[src/rtl/csc_pkg.sv]
// Shared definitions for the colour-space converter output path.
package csc_pkg;

   localparam int unsigned DATA_WIDTH = 8;

   // Colour-space codes carried alongside each pixel
   typedef enum logic [1:0] {
      CS_RGB = 2'b00,
      CS_YUV = 2'b01,
      CS_CMY = 2'b10,
      CS_HSV = 2'b11
   } cs_e;

   // Component index presented on the serial stream
   typedef logic [1:0] comp_idx_t;
   localparam comp_idx_t COMP_0 = 2'd0;
   localparam comp_idx_t COMP_1 = 2'd1;
   localparam comp_idx_t COMP_2 = 2'd2;

   // Serializer FSM encoding
   typedef logic [1:0] ser_state_t;
   localparam ser_state_t ST_IDLE = 2'd0;
   localparam ser_state_t ST_C0   = 2'd1;
   localparam ser_state_t ST_C1   = 2'd2;
   localparam ser_state_t ST_C2   = 2'd3;

endpackage

[src/rtl/csc_pixel_fifo.sv]
// Pixel FIFO with first-word-fall-through head and a look-ahead view of the
// entry behind the head, so the serializer can chain pixels without a bubble.
module csc_pixel_fifo #(
   parameter int unsigned WIDTH = 26,
   parameter int unsigned DEPTH = 4
) (
   input  logic                       clk,
   input  logic                       reset,
   input  logic                       flush,
   input  logic                       push,
   input  logic [WIDTH-1:0]           wdata,
   input  logic                       pop,
   output logic [WIDTH-1:0]           head_c,
   output logic [WIDTH-1:0]           next_c,
   output logic                       full_c,
   output logic                       empty_c,
   output logic [$clog2(DEPTH+1)-1:0] count
);

   localparam int unsigned AW = $clog2(DEPTH);
   localparam int unsigned CW = $clog2(DEPTH + 1);

   logic [WIDTH-1:0] mem [DEPTH];
   logic [AW-1:0]    rd_ptr;
   logic [AW-1:0]    wr_ptr;
   logic             do_push;
   logic             do_pop;

   assign full_c  = (count == CW'(DEPTH));
   assign empty_c = (count == '0);
   assign do_push = push && !full_c && !flush;
   assign do_pop  = pop && !empty_c && !flush;
   assign head_c  = mem[rd_ptr];
   assign next_c  = mem[rd_ptr + AW'(1)];

   // Pointer and occupancy tracking; flush empties the queue
   always_ff @(posedge clk or posedge reset) begin
      if (reset) begin
         rd_ptr <= '0;
         wr_ptr <= '0;
         count  <= '0;
      end else if (flush) begin
         rd_ptr <= '0;
         wr_ptr <= '0;
         count  <= '0;
      end else begin
         if (do_push) wr_ptr <= wr_ptr + AW'(1);
         if (do_pop)  rd_ptr <= rd_ptr + AW'(1);
         count <= count + CW'(do_push) - CW'(do_pop);
      end
   end

   // Storage array, no reset needed since occupancy gates every read
   always_ff @(posedge clk) begin
      if (do_push) mem[wr_ptr] <= wdata;
   end

endmodule

[src/rtl/csc_pixel_serializer.sv]
// Takes whole pixels from the CSC output register and emits them one
// component per beat, tagging start-of-frame and end-of-line.
module csc_pixel_serializer #(
   parameter int unsigned DATA_WIDTH   = 8,
   parameter int unsigned FIFO_DEPTH   = 4,
   parameter int unsigned LINE_WIDTH   = 640,
   parameter int unsigned FRAME_HEIGHT = 480
) (
   input  logic                  clk,
   input  logic                  reset,
   input  logic                  flush,
   input  logic [1:0]            cs_tag,
   input  logic                  pix_valid,
   output logic                  pix_ready,
   input  logic [DATA_WIDTH-1:0] pix_c1,
   input  logic [DATA_WIDTH-1:0] pix_c2,
   input  logic [DATA_WIDTH-1:0] pix_c3,
   output logic                  out_valid,
   input  logic                  out_ready,
   output logic [DATA_WIDTH-1:0] out_data,
   output logic [1:0]            out_comp,
   output logic [1:0]            out_cs,
   output logic                  out_sof,
   output logic                  out_eol
);

   import csc_pkg::*;

   localparam int unsigned DW    = DATA_WIDTH;
   localparam int unsigned PIX_W = 3 * DW + 2;
   localparam int unsigned CW    = $clog2(FIFO_DEPTH + 1);
   localparam int unsigned XW    = (LINE_WIDTH > 1) ? $clog2(LINE_WIDTH) : 1;
   localparam int unsigned YW    = (FRAME_HEIGHT > 1) ? $clog2(FRAME_HEIGHT) : 1;

   ser_state_t      state, state_n;
   logic [PIX_W-1:0] head_c, next_c;
   logic            fifo_full_c, fifo_empty_c;
   logic [CW-1:0]   fifo_count;
   logic [CW-1:0]   count_n_c;
   logic            push_c, pop_c, hs_c;

   logic            valid_n;
   logic [DW-1:0]   data_n;
   comp_idx_t       comp_n;
   logic [1:0]      cs_n;
   logic            sof_n, eol_n;
   logic [XW-1:0]   x, x_n;
   logic [YW-1:0]   y, y_n;

   assign push_c    = pix_valid && pix_ready && !fifo_full_c && !flush;
   assign hs_c      = out_valid && out_ready;
   assign count_n_c = flush ? '0 : (fifo_count + CW'(push_c) - CW'(pop_c && !fifo_empty_c));

   csc_pixel_fifo #(
      .WIDTH (PIX_W),
      .DEPTH (FIFO_DEPTH)
   ) u_fifo (
      .clk     (clk),
      .reset   (reset),
      .flush   (flush),
      .push    (push_c),
      .wdata   ({cs_tag, pix_c1, pix_c2, pix_c3}),
      .pop     (pop_c),
      .head_c  (head_c),
      .next_c  (next_c),
      .full_c  (fifo_full_c),
      .empty_c (fifo_empty_c),
      .count   (fifo_count)
   );

   // Next-state, next-output and counter logic for the component sequencer
   always_comb begin
      state_n = state;
      valid_n = out_valid;
      data_n  = out_data;
      comp_n  = out_comp;
      cs_n    = out_cs;
      sof_n   = out_sof;
      eol_n   = out_eol;
      x_n     = x;
      y_n     = y;
      pop_c   = 1'b0;

      if (flush) begin
         state_n = ST_IDLE;
         valid_n = 1'b0;
         data_n  = '0;
         comp_n  = COMP_0;
         cs_n    = '0;
         sof_n   = 1'b0;
         eol_n   = 1'b0;
         x_n     = '0;
         y_n     = '0;
      end else begin
         case (state)
            ST_IDLE: begin
               if (!fifo_empty_c) begin
                  state_n = ST_C0;
                  valid_n = 1'b1;
                  data_n  = head_c[3*DW-1 -: DW];
                  comp_n  = COMP_0;
                  cs_n    = head_c[PIX_W-1 -: 2];
                  sof_n   = (x == '0) && (y == '0);
                  eol_n   = 1'b0;
               end
            end
            ST_C0: begin
               if (hs_c) begin
                  state_n = ST_C1;
                  data_n  = head_c[2*DW-1 -: DW];
                  comp_n  = COMP_1;
                  sof_n   = 1'b0;
                  eol_n   = 1'b0;
               end
            end
            ST_C1: begin
               if (hs_c) begin
                  state_n = ST_C2;
                  data_n  = head_c[DW-1:0];
                  comp_n  = COMP_2;
                  sof_n   = 1'b0;
                  eol_n   = (x == XW'(LINE_WIDTH - 1));
               end
            end
            default: begin
               if (hs_c) begin
                  pop_c = 1'b1;
                  if (x == XW'(LINE_WIDTH - 1)) begin
                     x_n = '0;
                     y_n = (y == YW'(FRAME_HEIGHT - 1)) ? '0 : (y + YW'(1));
                  end else begin
                     x_n = x + XW'(1);
                  end
                  // Chain straight into the entry behind the head when present
                  if (fifo_count > CW'(1)) begin
                     state_n = ST_C0;
                     valid_n = 1'b1;
                     data_n  = next_c[3*DW-1 -: DW];
                     comp_n  = COMP_0;
                     cs_n    = next_c[PIX_W-1 -: 2];
                     sof_n   = (x_n == '0) && (y_n == '0);
                     eol_n   = 1'b0;
                  end else begin
                     state_n = ST_IDLE;
                     valid_n = 1'b0;
                     data_n  = '0;
                     comp_n  = COMP_0;
                     cs_n    = '0;
                     sof_n   = 1'b0;
                     eol_n   = 1'b0;
                  end
               end
            end
         endcase
      end
   end

   // State, output and position registers
   always_ff @(posedge clk or posedge reset) begin
      if (reset) begin
         state     <= ST_IDLE;
         out_valid <= 1'b0;
         out_data  <= '0;
         out_comp  <= COMP_0;
         out_cs    <= '0;
         out_sof   <= 1'b0;
         out_eol   <= 1'b0;
         x         <= '0;
         y         <= '0;
         pix_ready <= 1'b0;
      end else begin
         state     <= state_n;
         out_valid <= valid_n;
         out_data  <= data_n;
         out_comp  <= comp_n;
         out_cs    <= cs_n;
         out_sof   <= sof_n;
         out_eol   <= eol_n;
         x         <= x_n;
         y         <= y_n;
         pix_ready <= (count_n_c != CW'(FIFO_DEPTH));
      end
   end

endmodule
[config.mk]
export PLATFORM = sky130hd
export DESIGN_NAME = csc_pixel_serializer
export DESIGN_NICKNAME = d
export VERILOG_FILES = /design/src/rtl/csc_pkg.sv /design/src/rtl/csc_pixel_fifo.sv /design/src/rtl/csc_pixel_serializer.sv
export SDC_FILE = /design/constraint.sdc
export NUM_CORES = 1
export LEC_CHECK = 0
export CAP_MARGIN = 30
export CORE_UTILIZATION = 25
export CTS_CLUSTER_SIZE = 40
export DETAILED_ROUTE_END_ITERATION = 7
export SETUP_SLACK_MARGIN = 0.02
export SKIP_CTS_REPAIR_TIMING = 1
export SLEW_MARGIN = 10
export SYNTH_ARGS = -nofsm -noshare
export SYNTH_HDL_FRONTEND = slang
export SYNTH_SLANG_ARGS = --single-unit
[constraint.sdc]
create_clock -name clk -period 2.2 [get_ports clk]
set_clock_uncertainty 0.05 [all_clocks]
set_input_delay 0.55 -clock clk [delete_from_list [all_inputs] [get_ports clk]]
set_output_delay 0.55 -clock clk [all_outputs]
set_load 0.1 [all_outputs]
# --- After elaboration in Yosys (flattened, before gate mapping) ---
# Memory sizes are Yosys's and may differ from the RTL's.
# Index checks and enable logic that the tools add are counted.
word_totals:
  regBits: 44
  ramBits: 104
  in_bits: 31
  out_inout_bits: 16
  elab_cells: 130
  mem_count: 1
classes:
  add_sub_neg: 8
  n_lt_le_gt_ge: 1
  eq_ne: 12
  n_mux: 65
  reduce_logical: 30
memory_table:
  columns: ["name", "words", "width", "read_ports", "rd_ports_with_merged_regs", "wr", "line_no", "rtl"]
  rows:
  - ["u_fifo.mem", 4, 26, 2, 0, 1, "csc_pixel_fifo.sv:23", "logic [WIDTH-1:0] mem [DEPTH];"]
ops:
  columns: ["op", "n"]
  rows:
  - ["$mux 9", 8]
  - ["$mux 10", 7]
  - ["$mux 8", 6]
  - ["$mux 2", 17]
  - ["$pmux 8 s3", 1]
  - ["$logic_not 10->1", 2]
  - ["$logic_not 9->1", 2]
  - ["$mux 1", 18]
  - ["$ne 3x3->1 const B", 4]
  - ["$pmux 2 s3", 2]
  - ["$add 10x1->10 const B", 1]
  - ["$eq 10x10->1 const B", 1]
  - ["$logic_and 1x1->1", 10]
  - ["$add 9x1->9 const B", 1]
  - ["$eq 9x9->1 const B", 1]
  - ["$reduce_and 3->1", 3]
  - ["$add 3x1->3", 2]
  - ["$mux 3", 2]
  - ["$pmux 1 s2", 3]
  - ["$reduce_bool 2->1", 3]
  - ["$sub 3x1->3", 2]
  - ["$add 2x1->2 const B", 2]
  - ["$ne 2x1->1 const B", 2]
  - ["$pmux 2 s2", 1]
  - ["other kinds (13)", 15]

# --- Logic depth before layout (Yosys ltp) ---
depth:
  depth_word: 12
  ltp_mapped: 11
  ltp_nobuf: 10

# --- Hierarchy ---
# From an unflattened synthesis, not the netlist that was laid out.
hier_totals:
  hier_cells: 532
  hier_area_um2: 7509.7
by_module_without_submodules:
  columns: ["mod", "n_inst", "cells_per_inst", "area_each_um2", "seq_area_each_um2"]
  rows:
  - ["csc_pixel_fifo", 1, 217, 4911.0, 3298.2]
  - ["csc_pixel_serializer", 1, 315, 2598.7, 925.9]

# --- Worst setup path before layout ---
# Ideal clock, no wire load.
synth_timing:
  path_kind: "register -> register"
  start: "register pix_ready"
  end: "memory u_fifo.mem[0][0] (enable)"
  setup_ns: 0.385
  arrival_time_ns: 2.462
  t_required_ns: 1.765
  setup_slack_ns: -0.697
  stages_incl_launch_ff: 4
  n_path_buf: 0
  path_cell_list: "dfrtp_1 -> nand2_1 -> a311oi_1 -> and2_1"
synth_between:
  elab_chain_len: 7
synth_rtl:
  columns: ["element", "line_no", "rtl"]
  rows:
  - ["start: declaration", "csc_pixel_serializer.sv:14", "output logic pix_ready,"]
  - ["start signal: assignment", "csc_pixel_serializer.sv:181", "pix_ready <= (count_n_c != CW'(FIFO_DEPTH));"]
  - ["$logic_and 1x1->1 (3 in a row)", "csc_pixel_serializer.sv:50", "assign push_c = pix_valid && pix_ready && !fifo_full_c && !flush;"]
  - ["$logic_and 1x1->1 (2 in a row)", "csc_pixel_fifo.sv:31", "assign do_push = push && !full_c && !flush;"]
  - ["$mux 1", "csc_pixel_fifo.sv:55", "if (do_push) mem[wr_ptr] <= wdata;"]
  - ["$mux 1 (not written as such)", "csc_pixel_fifo.sv:55", null]
  - ["end: declaration", "csc_pixel_fifo.sv:23", null]
# Every way passes these cells.

# --- Final worst setup path ---
layout_timing:
  start: "register x[0]"
  end: "register out_sof"
layout_between:
  elab_chain_len: 11
  word_cells_on_any_way: 20
layout_rtl:
  columns: ["element", "line_no", "rtl"]
  rows:
  - ["start: declaration", "csc_pixel_serializer.sv:47", "logic [XW-1:0] x, x_n;"]
  - ["start signal: assignment", "csc_pixel_serializer.sv:179", "x <= x_n;"]
  - ["$add 10x1->10 or $eq 10x10->1 (tied branches)", "csc_pixel_serializer.sv:132, csc_pixel_serializer.sv:128", null]
  - ["$mux 10 or $mux 9 (tied branches)", "csc_pixel_serializer.sv:128", "if (x == XW'(LINE_WIDTH - 1)) begin"]
  - ["$mux 10 or $mux 9 (tied branches)", "csc_pixel_serializer.sv:126", "if (hs_c) begin"]
  - ["$mux 10 or $mux 9 (tied branches)", "csc_pixel_serializer.sv:95", "case (state)"]
  - ["$mux 10 or $mux 9 (tied branches)", "csc_pixel_serializer.sv:84", "if (flush) begin"]
  - ["$logic_not 10->1 or $logic_not 9->1 (tied branches)", "csc_pixel_serializer.sv:141", "sof_n = (x_n == '0) && (y_n == '0);"]
  - ["$logic_and 1x1->1", "csc_pixel_serializer.sv:141", null]
  - ["$mux 1", "csc_pixel_serializer.sv:135", "if (fifo_count > CW'(1)) begin"]
  - ["$mux 1", "csc_pixel_serializer.sv:126", null]
  - ["$pmux 1 s2 (*)", "csc_pixel_serializer.sv:95", null]
  - ["$mux 1 (*)", "csc_pixel_serializer.sv:84", null]
  - ["end signal: assignment", "csc_pixel_serializer.sv:177", "out_sof <= sof_n;"]
  - ["end: declaration", "csc_pixel_serializer.sv:23", "output logic out_sof,"]
# Mark *: on every way between the ends. The rest lies on a longest branch, timed or not. The select of a mux whose other input is x is not followed.
# A chain may end at the register's enable or synchronous reset.

==> metrics <==
Root Driver=clkbuf_16; CP bufs+invs=0; combinational power share=0.254; router iterations before antenna repair=7; clk buf depth=2; share of synthesized flip-flops with an asynchronous set or reset=0.297; detailed-route vias per instance=4.61; net count of the mapped netlist=570; ratio of cells with drive above 1 in the final layout=0.285; cell type of the slowest stage on the worst timing path=dfrtp_1; number of synthesized register bits=148; final setup vio count=0; antenna-violating nets left=0; PwrDens=940 mW/mm^2; width of the die=170 um; die extent in y=170 um; predominant post-synthesis flop cell=edfxtp_1; Slew Limit Fails=0; starting utilization of the core area=0.255; max frequency=0.477 GHz; peak supply drop=0.407 mV; Critical Path RT=2.46 ns; final net count=668; sinks on the clock net=148; Post-Layout Inst Area=0.00903 mm^2; CP Data Arrival Time=2.36 ns; global route total overflow=0; Final Routed Wirelength=16500 um; Synth Area in Adders=0.0392; Setup Slack @ Placement=-0.516 ns; number of unique standard cell types used by synthesis=54; Maximum Capacitance Violations=0; area overhead of the layout relative to synthesis=27.6%; antenna violations before repair=0; sum of negative setup slack=0 ns; detail-routed net length per standard cell=16.3 um; overall die area=0.0290 mm^2; Std-Cell Rows=61; proportion of synthesized area in mux cells=0.116; final-report hold violation count=0; RSZ-0062 raised after global routing=yes; simple logic cell fraction of the synthesized area=0.0983; period utilisation layout=0.952; status=finished, final reports clean; vias in the first global route=4588; number of instances in the synthesized netlist=518; filler instances=2758; synth warn=0; cell area reported after detailed placement=0.00837 mm^2; number of enable-type register cells in the synthesized netlist=104; Worst Reg2Reg Path Length in Cells=7; DR DRC count=0; synthesized area=0.00708 mm^2; cells traversed along the worst timing path=ha_1 -> and3_2 -> and4_4 -> a211o_1 -> a22oi_2 -> o211ai_1 -> o32ai_1; relative slew slack=0.723; number of I/O pins=47; H-tree lvl count=4; fraction of the mapped netlist area in compound gates=0.0919; half-perimeter wire length after detailed placement=11300 um; P_leak=3.25 nW; count of vias placed by the detailed router=4639; CTS tree=done; Max Fanout on Critical Path=6; endpoint of the worst-slack reg-to-reg timing path=out_sof; clock latency at the later pin of the worst-skew pair=0.42 ns; synthesized-area fraction occupied by xor and xnor cells=0.0148; main combinational cell family by area after synthesis=multiplexers; R2R Path Start=x[0]; switching share of power=0.326; share of synthesized area occupied by flip-flops and latches=0.597; worst hold-check path type=in2async; Worst Tran Pin Value=0.410 ns; kind of end point of the critical path=flip-flop; number of diodes=0; global-route wire length before repair=25600 um; critical path's top delay family=compound AO/OA/AOI/OAI gates; fin worst setup slack=0.105 ns; routability-driven placement congestion ratio=0.912; maximum single-stage delay on the critical path=0.38 ns; clock buffers created by TritonCTS=17; flop-to-flop setup slack=0.11 ns; met3 layer usage reported by global route=0.0295; kind of start point of the critical path=flip-flop; number of buffers inserted by port buffering=46; register clock-pin slew on the reported worst setup and hold paths=0.06 ns; largest net degree at the start of global routing=27; iteration-0 DRC count of the detailed router=360; clock group share of total power=0.353; core region area=0.0278 mm^2; global routing usage summed across all routing layers=0.118; met2 global-route usage=0.195; cell internal pwr=5.73 mW; Hold Slack=0.338 ns; crit path time final=2.09 ns; met1 track demand over resource=0.153; relative contribution of sequential cells to total power=0.393; critical path class=reg2reg; reported net switching power=2.77 mW; peak-usage layer in the global routing report=met2; post-synthesis area per instance=13.7 um^2
Yosys cell counts (8+ instances only):
| cell type | instances | area, um^2 |
|---|---|---|
| edfxtp_1 | 104 | 3120 |
| nand2_1 | 50 | 188 |
| dfrtp_1 | 44 | 1100 |
| a21oi_1 | 39 | 195 |
| mux4_2 | 36 | 811 |
| nor2_1 | 29 | 109 |
| inv_1 | 20 | 75.1 |
| ha_1 | 19 | 238 |
| nor3_1 | 13 | 65.1 |
| o21ai_0 | 13 | 65.1 |
| a22oi_1 | 12 | 90.1 |
| nand3_1 | 12 | 60.1 |
| clkbuf_1 | 11 | 41.3 |
| o21ai_1 | 9 | 45.0 |
| buf_2 | 8 | 40.0 |
metrics by stage:
stage	util	total power, mW	instances
final	0.325	8.50	1007
after global routing	0.325	8.85	1007
after CTS	0.323	8.54	1005
after detailed placement	0.301	5.54	973
after global placement	0.301	5.53	973
after floorplan	-	4.74	518
sequential cells by signal, summed over array words and instances, names as in the netlist, 2 cells and up:
| register | count |
|---|---|
| u_fifo.rd_ptr | 2 |
| x | 10 |
| y | 9 |
| out_data | 8 |
| u_fifo.count | 3 |
| u_fifo.mem | 104 |
| state | 2 |
| out_comp | 2 |
| out_cs | 2 |
| u_fifo.wr_ptr | 2 |
cell usage in the layout, fill, tap and decap left out, types with 5 or more instances in the layout:
master and n:
xnor2_1 6, inv_1 19, nand3_1 12, a21oi_1 39, nor3_1 10, buf_4 74, nand4_1 6, xor2_1 6
buf_12 8, o21ai_0 13, ha_1 16, edfxtp_1 104, clkdlybuf4s50_1 28, and3_1 5, clkbuf_16 17, mux4_2 36
or3_1 5, a22oi_1 11, dfrtp_1 39, nand2_1 49, o21ai_1 9, nor2_1 29
cell type report:
cell class / count / area, um^2 / share of cell area
Clock inverter: 13 / 174 / 0.0192
Tap cell: 378 / 473 / 0.0523
Clock buffer: 19 / 433 / 0.0479
Sequential cell: 148 / 4230 / 0.468
Multi-Input combinational cell: 317 / 2630 / 0.291
Inverter: 20 / 75.1 / 0.00831
Timing Repair Buffer: 112 / 1020 / 0.113
cell families after synthesis:
logic type,after synthesis
xor gates and xnor gates,12
muxes,37
and+or+nand+nor,143
AOI/OAI and AO/OA,104
DFF,148
buffers and inverters,53
adders and majority gates,21
worst max path at each step:
stage,start,endpoint,cells after the start
after floorplan,out_valid,pix_ready,10
after detailed placement,out_ready,pix_ready,10
final,x[0],out_sof,7
after CTS,out_ready,pix_ready,10
after global placement,out_ready,pix_ready,10
after global routing,state[0],pix_ready,9
power groups by stage:
stage          Combinational [mW]  Sequential [mW]  Clock [mW]
3_5_place_dp                 2.16             3.39           0
6_report                     2.16             3.34        3.00
2_1_floorplan               0.745             3.99           0
4_1_cts                      2.16             3.33        3.04
5_1_grt                      2.31             3.36        3.18
3_3_place_gp                 2.15             3.38           0
worst register-to-register path: cells and delay by family, from the launching register on:
| kind | cells | cell delay, ns |
|---|---|---|
| AOI/OAI and AO/OA | 4 | 0.89 |
| adders and majority gates | 1 | 0.22 |
| DFF | 1 | 0.38 |
| and+or+nand+nor | 2 | 0.45 |
per-layer routing:
layer,vias to the layer above,part of all wire
met2,136,0.49
met3,17,0.047
li1,2173,-
met1,2313,0.45
met5,-,0
met4,0,0.010
(Power assumes the default switching activity.)
